## config.mk

```make
export PLATFORM = sky130hd
export DESIGN_NAME = pipeline_hazard_ctrl
export DESIGN_NICKNAME = d
export VERILOG_FILES = /design/src/rtl/pipeline_hazard_ctrl.sv
export SDC_FILE = /design/constraint.sdc
export NUM_CORES = 1
export LEC_CHECK = 0
export ABC_CLOCK_PERIOD_IN_PS = 2420
export BUFFER_PORTS_ARGS = -buffer_cell sky130_fd_sc_hd__buf_2
export CAP_MARGIN = 20
export CELL_PAD_IN_SITES_DETAIL_PLACEMENT = 2
export CELL_PAD_IN_SITES_GLOBAL_PLACEMENT = 2
export CORE_MARGIN = 4
export CORE_UTILIZATION = 27
export DETAILED_ROUTE_END_ITERATION = 6
export PLACE_DENSITY = 0.83
export SYNTH_ARGS = -nofsm -noshare
export SYNTH_HDL_FRONTEND = slang
export SYNTH_SLANG_ARGS = --single-unit
```

## constraint.sdc

```tcl
create_clock -name clk -period 2.42 [get_ports clk]
set_clock_uncertainty 0.05 [all_clocks]
set_input_delay 0.121 -clock clk [delete_from_list [all_inputs] [get_ports clk]]
set_output_delay 0.121 -clock clk [all_outputs]
set_load 0.1 [all_outputs]
```

## src/rtl/pipeline_hazard_ctrl.sv

```systemverilog
// Stall/flush/forward controller for the 5-stage pipeline: load-use, taken-branch and
// data-memory wait handling, EX operand forwarding and saturating hazard statistics.
module pipeline_hazard_ctrl #(
    parameter int RA_W       = 5,
    parameter int DM_TIMEOUT = 15,
    parameter int CNT_W      = 16
) (
    input  logic             clk,
    input  logic             rst,
    input  logic [RA_W-1:0]  ID_RS1,
    input  logic [RA_W-1:0]  ID_RS2,
    input  logic [RA_W-1:0]  EX_RS1,
    input  logic [RA_W-1:0]  EX_RS2,
    input  logic [RA_W-1:0]  EX_RD,
    input  logic             EX_MEM_READ,
    input  logic             EX_BRANCH_TAKEN,
    input  logic [RA_W-1:0]  MEM_RD,
    input  logic             MEM_REG_WRITE,
    input  logic [RA_W-1:0]  WB_RD,
    input  logic             WB_REG_WRITE,
    input  logic             MEM_DM_REQ,
    input  logic             DM_ACK,
    output logic             PC_EN,
    output logic             IF_ID_EN,
    output logic             ID_EX_EN,
    output logic             EX_MEM_EN,
    output logic             MEM_WB_EN,
    output logic             IF_ID_FLUSH,
    output logic             ID_EX_FLUSH,
    output logic             MEM_WB_FLUSH,
    output logic [1:0]       FWD_A,
    output logic [1:0]       FWD_B,
    output logic             DM_TIMEOUT_ERR,
    output logic [CNT_W-1:0] STALL_CNT,
    output logic [CNT_W-1:0] FLUSH_CNT
);

    localparam logic [1:0] S_RUN      = 2'd0;
    localparam logic [1:0] S_MEM_WAIT = 2'd1;
    localparam logic [1:0] S_ERROR    = 2'd2;

    localparam int WC_W = $clog2(DM_TIMEOUT + 1);

    logic [1:0]      state;
    logic [WC_W-1:0] wait_cnt;
    logic            mem_stall;
    logic            load_use;
    logic            branch_flush;
    logic [1:0]      fwd_a;
    logic [1:0]      fwd_b;

    assign mem_stall = MEM_DM_REQ & ~DM_ACK;
    assign load_use  = EX_MEM_READ & (EX_RD != '0) & ((EX_RD == ID_RS1) | (EX_RD == ID_RS2));
    assign branch_flush = ~rst & (state != S_ERROR) & ~mem_stall & EX_BRANCH_TAKEN;

    always_comb begin
        fwd_a = 2'b00;
        if (MEM_REG_WRITE && MEM_RD != '0 && MEM_RD == EX_RS1)
            fwd_a = 2'b10;
        else if (WB_REG_WRITE && WB_RD != '0 && WB_RD == EX_RS1)
            fwd_a = 2'b01;

        fwd_b = 2'b00;
        if (MEM_REG_WRITE && MEM_RD != '0 && MEM_RD == EX_RS2)
            fwd_b = 2'b10;
        else if (WB_REG_WRITE && WB_RD != '0 && WB_RD == EX_RS2)
            fwd_b = 2'b01;
    end

    always_comb begin
        PC_EN        = 1'b1;
        IF_ID_EN     = 1'b1;
        ID_EX_EN     = 1'b1;
        EX_MEM_EN    = 1'b1;
        MEM_WB_EN    = 1'b1;
        IF_ID_FLUSH  = 1'b0;
        ID_EX_FLUSH  = 1'b0;
        MEM_WB_FLUSH = 1'b0;
        FWD_A        = fwd_a;
        FWD_B        = fwd_b;
        if (rst) begin
            PC_EN        = 1'b0;
            IF_ID_EN     = 1'b0;
            ID_EX_EN     = 1'b0;
            EX_MEM_EN    = 1'b0;
            MEM_WB_EN    = 1'b0;
            IF_ID_FLUSH  = 1'b1;
            ID_EX_FLUSH  = 1'b1;
            MEM_WB_FLUSH = 1'b1;
            FWD_A        = 2'b00;
            FWD_B        = 2'b00;
        end else if (state == S_ERROR) begin
            PC_EN     = 1'b0;
            IF_ID_EN  = 1'b0;
            ID_EX_EN  = 1'b0;
            EX_MEM_EN = 1'b0;
            MEM_WB_EN = 1'b0;
        end else if (mem_stall) begin
            // Freeze everything upstream of MEM; WB receives a bubble.
            PC_EN        = 1'b0;
            IF_ID_EN     = 1'b0;
            ID_EX_EN     = 1'b0;
            EX_MEM_EN    = 1'b0;
            MEM_WB_FLUSH = 1'b1;
        end else if (EX_BRANCH_TAKEN) begin
            IF_ID_FLUSH = 1'b1;
            ID_EX_FLUSH = 1'b1;
        end else if (load_use) begin
            PC_EN       = 1'b0;
            IF_ID_EN    = 1'b0;
            ID_EX_FLUSH = 1'b1;
        end
    end

    assign DM_TIMEOUT_ERR = (state == S_ERROR);

    always_ff @(posedge clk) begin
        if (rst) begin
            state    <= S_RUN;
            wait_cnt <= '0;
        end else begin
            case (state)
                S_RUN: begin
                    if (mem_stall) begin
                        state    <= S_MEM_WAIT;
                        wait_cnt <= WC_W'(1);
                    end
                end
                S_MEM_WAIT: begin
                    // An ack on the boundary cycle clears mem_stall, so it returns to RUN.
                    if (!mem_stall) begin
                        state    <= S_RUN;
                        wait_cnt <= '0;
                    end else if (wait_cnt == WC_W'(DM_TIMEOUT)) begin
                        state <= S_ERROR;
                    end else begin
                        wait_cnt <= wait_cnt + WC_W'(1);
                    end
                end
                S_ERROR: state <= S_ERROR;
                default: begin
                    state    <= S_RUN;
                    wait_cnt <= '0;
                end
            endcase
        end
    end

    always_ff @(posedge clk) begin
        if (rst) begin
            STALL_CNT <= '0;
            FLUSH_CNT <= '0;
        end else begin
            if (state != S_ERROR && !PC_EN && STALL_CNT != '1)
                STALL_CNT <= STALL_CNT + CNT_W'(1);
            if (branch_flush && FLUSH_CNT != '1)
                FLUSH_CNT <= FLUSH_CNT + CNT_W'(1);
        end
    end

endmodule
```

## Word-level counts from Yosys, hierarchy flattened

Index checks and enable logic that the tools add are counted.

| cells by class | value |
|---|---|
| add/sub/neg operators | 3 |
| equality and inequality tests | 15 |
| mux-type cells | 36 |
| bitwise operators | 11 |
| reduce and logical (&&, ||, !) cells | 16 |

Operators with widths:

| kind | number |
|---|---|
| $add 16x1->16 const B | 2 |
| $ne 16x16->1 const B | 2 |
| $eq 5x5->1 | 6 |
| $mux 1 | 24 |
| $reduce_bool 5->1 | 3 |
| $mux 2 | 7 |
| $mux 4 | 3 |
| $pmux 4 s3 | 1 |
| $logic_and 1x1->1 | 9 |
| $and 1x1->1 | 6 |
| $ne 3x3->1 const B | 2 |
| $pmux 2 s3 | 1 |
| $add 4x1->4 const B | 1 |
| $eq 4x4->1 const B | 1 |
| $ne 2x2->1 const B | 2 |
| $not 1->1 | 4 |
| $reduce_and 3->1 | 1 |
| $eq 2x1->1 const B | 1 |
| $eq 2x2->1 const B | 1 |
| $logic_not 2->1 | 1 |
| $reduce_and 2->1 | 1 |
| $logic_not 1->1 | 1 |
| $or 1x1->1 | 1 |

| storage, ports and cells | value |
|---|---|
| bits in registers | 38 |
| output and inout bits | 45 |
| logic and storage cells | 85 |

## Logic depth before layout (Yosys ltp)

| logic depth | value |
|---|---|
| depth after elaboration | 11 |
| mapped depth | 10 |
| depth with buffers taken out | 7 |

## Least setup slack after synthesis

No wires, ideal clock.

| path | value |
|---|---|
| kind | reg2out |
| from | register state[0] |
| to | output port PC_EN |
| arrival | 5,978 ps |
| required time | 2,249 ps |
| setup slack | -3,729 ps |
| cell stages (with the launch flop) | 7 |
| path buffers | 2 |
| cells stage by stage | dfxtp_1 > buf_4 > nand2b_4 > inv_4 > nor3_1 > a21boi_0 > buf_4 |

| on the way | value |
|---|---|
| cells in the longest elaborated chain, start to end | 3 |

Ends and longest elaborated chain:

| element | RTL line | text |
|---|---|---|
| from (decl) | 44 | `logic [1:0] state;` |
| from (signal assigned) | 119 | `state <= S_RUN;` |
| from (signal assigned) | 125 | `state <= S_MEM_WAIT;` |
| from (signal assigned) | 132 | `state <= S_RUN;` |
| $eq 2x2->1 | n/a |  |
| net DM_TIMEOUT_ERR | 33 | `output logic DM_TIMEOUT_ERR,` |
| $mux 1 | 92 | `end else if (state == S_ERROR) begin` |
| $mux 1 | 81 | `if (rst) begin` |
| to (decl) | 23 | `output logic PC_EN,` |

The timed path passes the listed nets, and every way through them passes these cells.

## Worst setup path in the final report

| path | value |
|---|---|
| from | register state[0] |
| to | register FLUSH_CNT[7] |

| on the way | value |
|---|---|
| cells in the longest elaborated chain, start to end | 5 |

Ends and longest elaborated chain:

| element | RTL line | text |
|---|---|---|
| $ne 2x2->1 | 54 | `assign branch_flush = ~rst & (state != S_ERROR) & ~mem_stall & EX_BRANCH_TAKEN;` |
| $and 1x1->1 (3 in series) | 54 |  |
| $logic_and 1x1->1 | 156 | `if (branch_flush && FLUSH_CNT != '1)` |
| to (signal assigned) | 157 | `FLUSH_CNT <= FLUSH_CNT + CNT_W'(1);` |
| to (decl) | 35 | `output logic [CNT_W-1:0] FLUSH_CNT` |

Every way passes these cells.
A chain may end at the register's enable or synchronous reset.

==> results.yml <==
run_status:
  status: "complete, no violations"
cts:
  worstSkewPairLatency_ps: 290
  clkSinkCount: 38
  ctsLongestPathBuffers: 2
  cts_resized: 0
  cts_tree: "built"
  numCtsBuffers: 5
  postCtsHoldBufs: 0
  cts_root_buf: "clkbuf_8"
  path_clk_slew_ps: 80
  h-tree-depth: 2
  post-cts-setup-buffers: 0
detailed_routing:
  vias: 2491
  firstDrtPassIters: 4
  vias_per_cell: 5.179
  drc: 0
  totalWireLength_um: 8287
  drt_iter0_drc: 65
  wire_per_inst_um: 17.23
  postRouteAntennaNets: 0
timing:
  tns_ps: 0
  whs_ps: 189.7
  hold_viol: 0
  rsz0062_at_grt: "no"
  slew_headroom_pct: 60.60
  max_freq_mhz: 457.8
  min_period_ps: 2184
  worstMarginPinSlew_ps: 585.6
  setup_viol: 0
  drv_slew: 0
  fin_crit_sh_pct: 90.26
  timing.final.ws_setup_ps: 235.6
finish:
  multiInputGateArea_um2: 1582
  nNetsFinal: 422
  num_antenna_cells: 0
  fillerInstances: 998
  syn2layout_area_growth_pct: 32.18
  layout_common_cells: "buf_2, dfxtp_1, xnor2_1"
  layout-drive-gt1-share_pct: 35.11
  seq_area_um2: 775.7
  final_common_cell: "buf_2"
critical_path:
  critPathSlowestCell: "dfxtp_2"
  crit_chain: "nand2b_4, inv_12, nor4_2, o31a_2, nand3_1, or3_1, a21oi_1"
  critPathBufInv: 1
  critPathCaptureType: "flip-flop"
  cp.arrival_ps: 2350
  path_max_fanout: 10
  cpLargestDelayFamily: "simple AND/OR/NAND/NOR gates"
  crit_type: "reg -> reg"
  cp.required_ps: 2580
  setup.worst_path.start_class: "flip-flop"
  cp_slowest_stage_delay_ps: 420
synthesis:
  synth-compound-area-share_pct: 15.51
  synth_mux_area_share_pct: 0.8497
  synthFlopType: "dfxtp_1"
  synth_area_leaders: "dfxtp_1, xnor2_1, xor2_1"
  avgSynthCellArea_um2: 8.267
  syn-num-nets: 331
  yosysTopAreaCell: "dfxtp_1"
  ys_seq_area_share_pct: 32.29
  synthAdderAreaFrac_pct: 1.593
  synth_top_family_by_area: "simple AND/OR/NAND/NOR gates"
  yosysTopAreaCellShare_pct: 32.29
  synth_xor_area_share_pct: 15.61
  synth-async-reset-ratio_pct: 0
  synth_edf_count: 0
  syn-cell-area_um2: 2356
  ys_ff_latch: 38
  synthSimpleGateAreaFrac_pct: 30.01
  synth_cell_types: 48
  yosysWarnings: 0
  netlist_instances: 285
grt:
  grt_pass1_wl_um: 13680
  grt_overflow: 0
  grt_antenna_before_repair: 0
  track_usage_pct: 16.60
  grt_max_degree: 23
  grt_pass1_vias: 2657
floorplan:
  die_area_um2: 10280
  die_x_um: 101.4
  core_area_um2: 8341
  io_pins: 88
  die_y_um: 101.4
  rows: 33
  start_util_pct: 28.25
power:
  ir_worst_vdd_mv: 0.2193
  leakagePower_uw: 0.001191
  powerDensity_nw_per_um2: 459.2
placement:
  hpwl_um: 6763
  place_congestion: 0.8017
  pre_cts_slack_ps: 245.6
  port_buffers: 87
min_path:
  hp-class: "in -> reg"
job:
  max_cap_violations: 0
-- logic make-up after synthesis --
kind of cell             Yosys count
XOR/XNOR                          42
adder cells (fa/ha/maj)            3
flip-flops                        38
multiplexers                       2
buffers and inverters             16
AND/OR/NAND/NOR                  127
AO/OA/AOI/OAI                     57
-- per-stage QoR --
step                      util (%)  area (um2)  total power (uW)  std cells
after global routing         37.34        3114              1501        481
after floorplan                  -        2469             915.8        285
after global placement       36.42        3038              1005        474
after CTS                    37.34        3114              1441        481
after detailed placement     36.42        3038              1019        474
final                        37.34        3114              1430        481
-- sequential cells by signal, summed over array words and instances, names as in the netlist --
register   flops
STALL_CNT     16
state          2
wait_cnt       4
FLUSH_CNT     16
-- final cells by class --
| class | count | share of cell area [%] |
|---|---|---|
| inverter | 7 | 1.245 |
| tap | 105 | 4.219 |
| clock buffer | 7 | 2.451 |
| multi-input combinational | 231 | 50.78 |
| timing repair buffer | 93 | 16.39 |
| sequential | 38 | 24.91 |
-- worst register-to-register path, stage by stage, from the launching register on --
cell      delay [ps]
dfxtp_2          420
nand2b_4         220
inv_12            50
nor4_2           340
o31a_2           310
nand3_1          180
or3_1            390
a21oi_1          150
-- routing by layer --
metal	vias up	wire length, um	track usage (%)
met2	43	4390	30.94
met5	-	0	0
met3	10	315	3.857
li1	1218	-	-
met1	1220	3478	19.51
met4	0	102	2.761
-- where the power goes --
part | internal [uW] | switching, uW
Combinational | 104 | 250
Clock | 199 | 228
Sequential | 635 | 14.3
Total | 938 | 492
-- worst paths after layout --
kind                            slack, ps           end  depth (start not counted)         start
worst max-delay path                  240  FLUSH_CNT[7]                          7      state[0]
worst min-delay path                  190      state[0]                          3    MEM_DM_REQ
worst max register to register        240  FLUSH_CNT[7]                          7      state[0]
worst min register to register        450  STALL_CNT[8]                          2  STALL_CNT[8]
-- cell usage after synthesis (3+ instances only) --
cell      number
or3_1         11
o31ai_1        4
xor2_1        16
ha_1           3
o21ai_0        8
nor4_2         3
and4_1         3
dfxtp_1       38
o21ai_1        8
nand3_1       23
o211ai_1       3
inv_1          6
buf_4          3
a21oi_1       18
nand2_1       17
nand4_1        9
nor4_1         6
xnor2_1       26
nor3_1         8
and3_1         3
or4_1          9
nor2_1        25
Power figures use the tool's default switching activity.
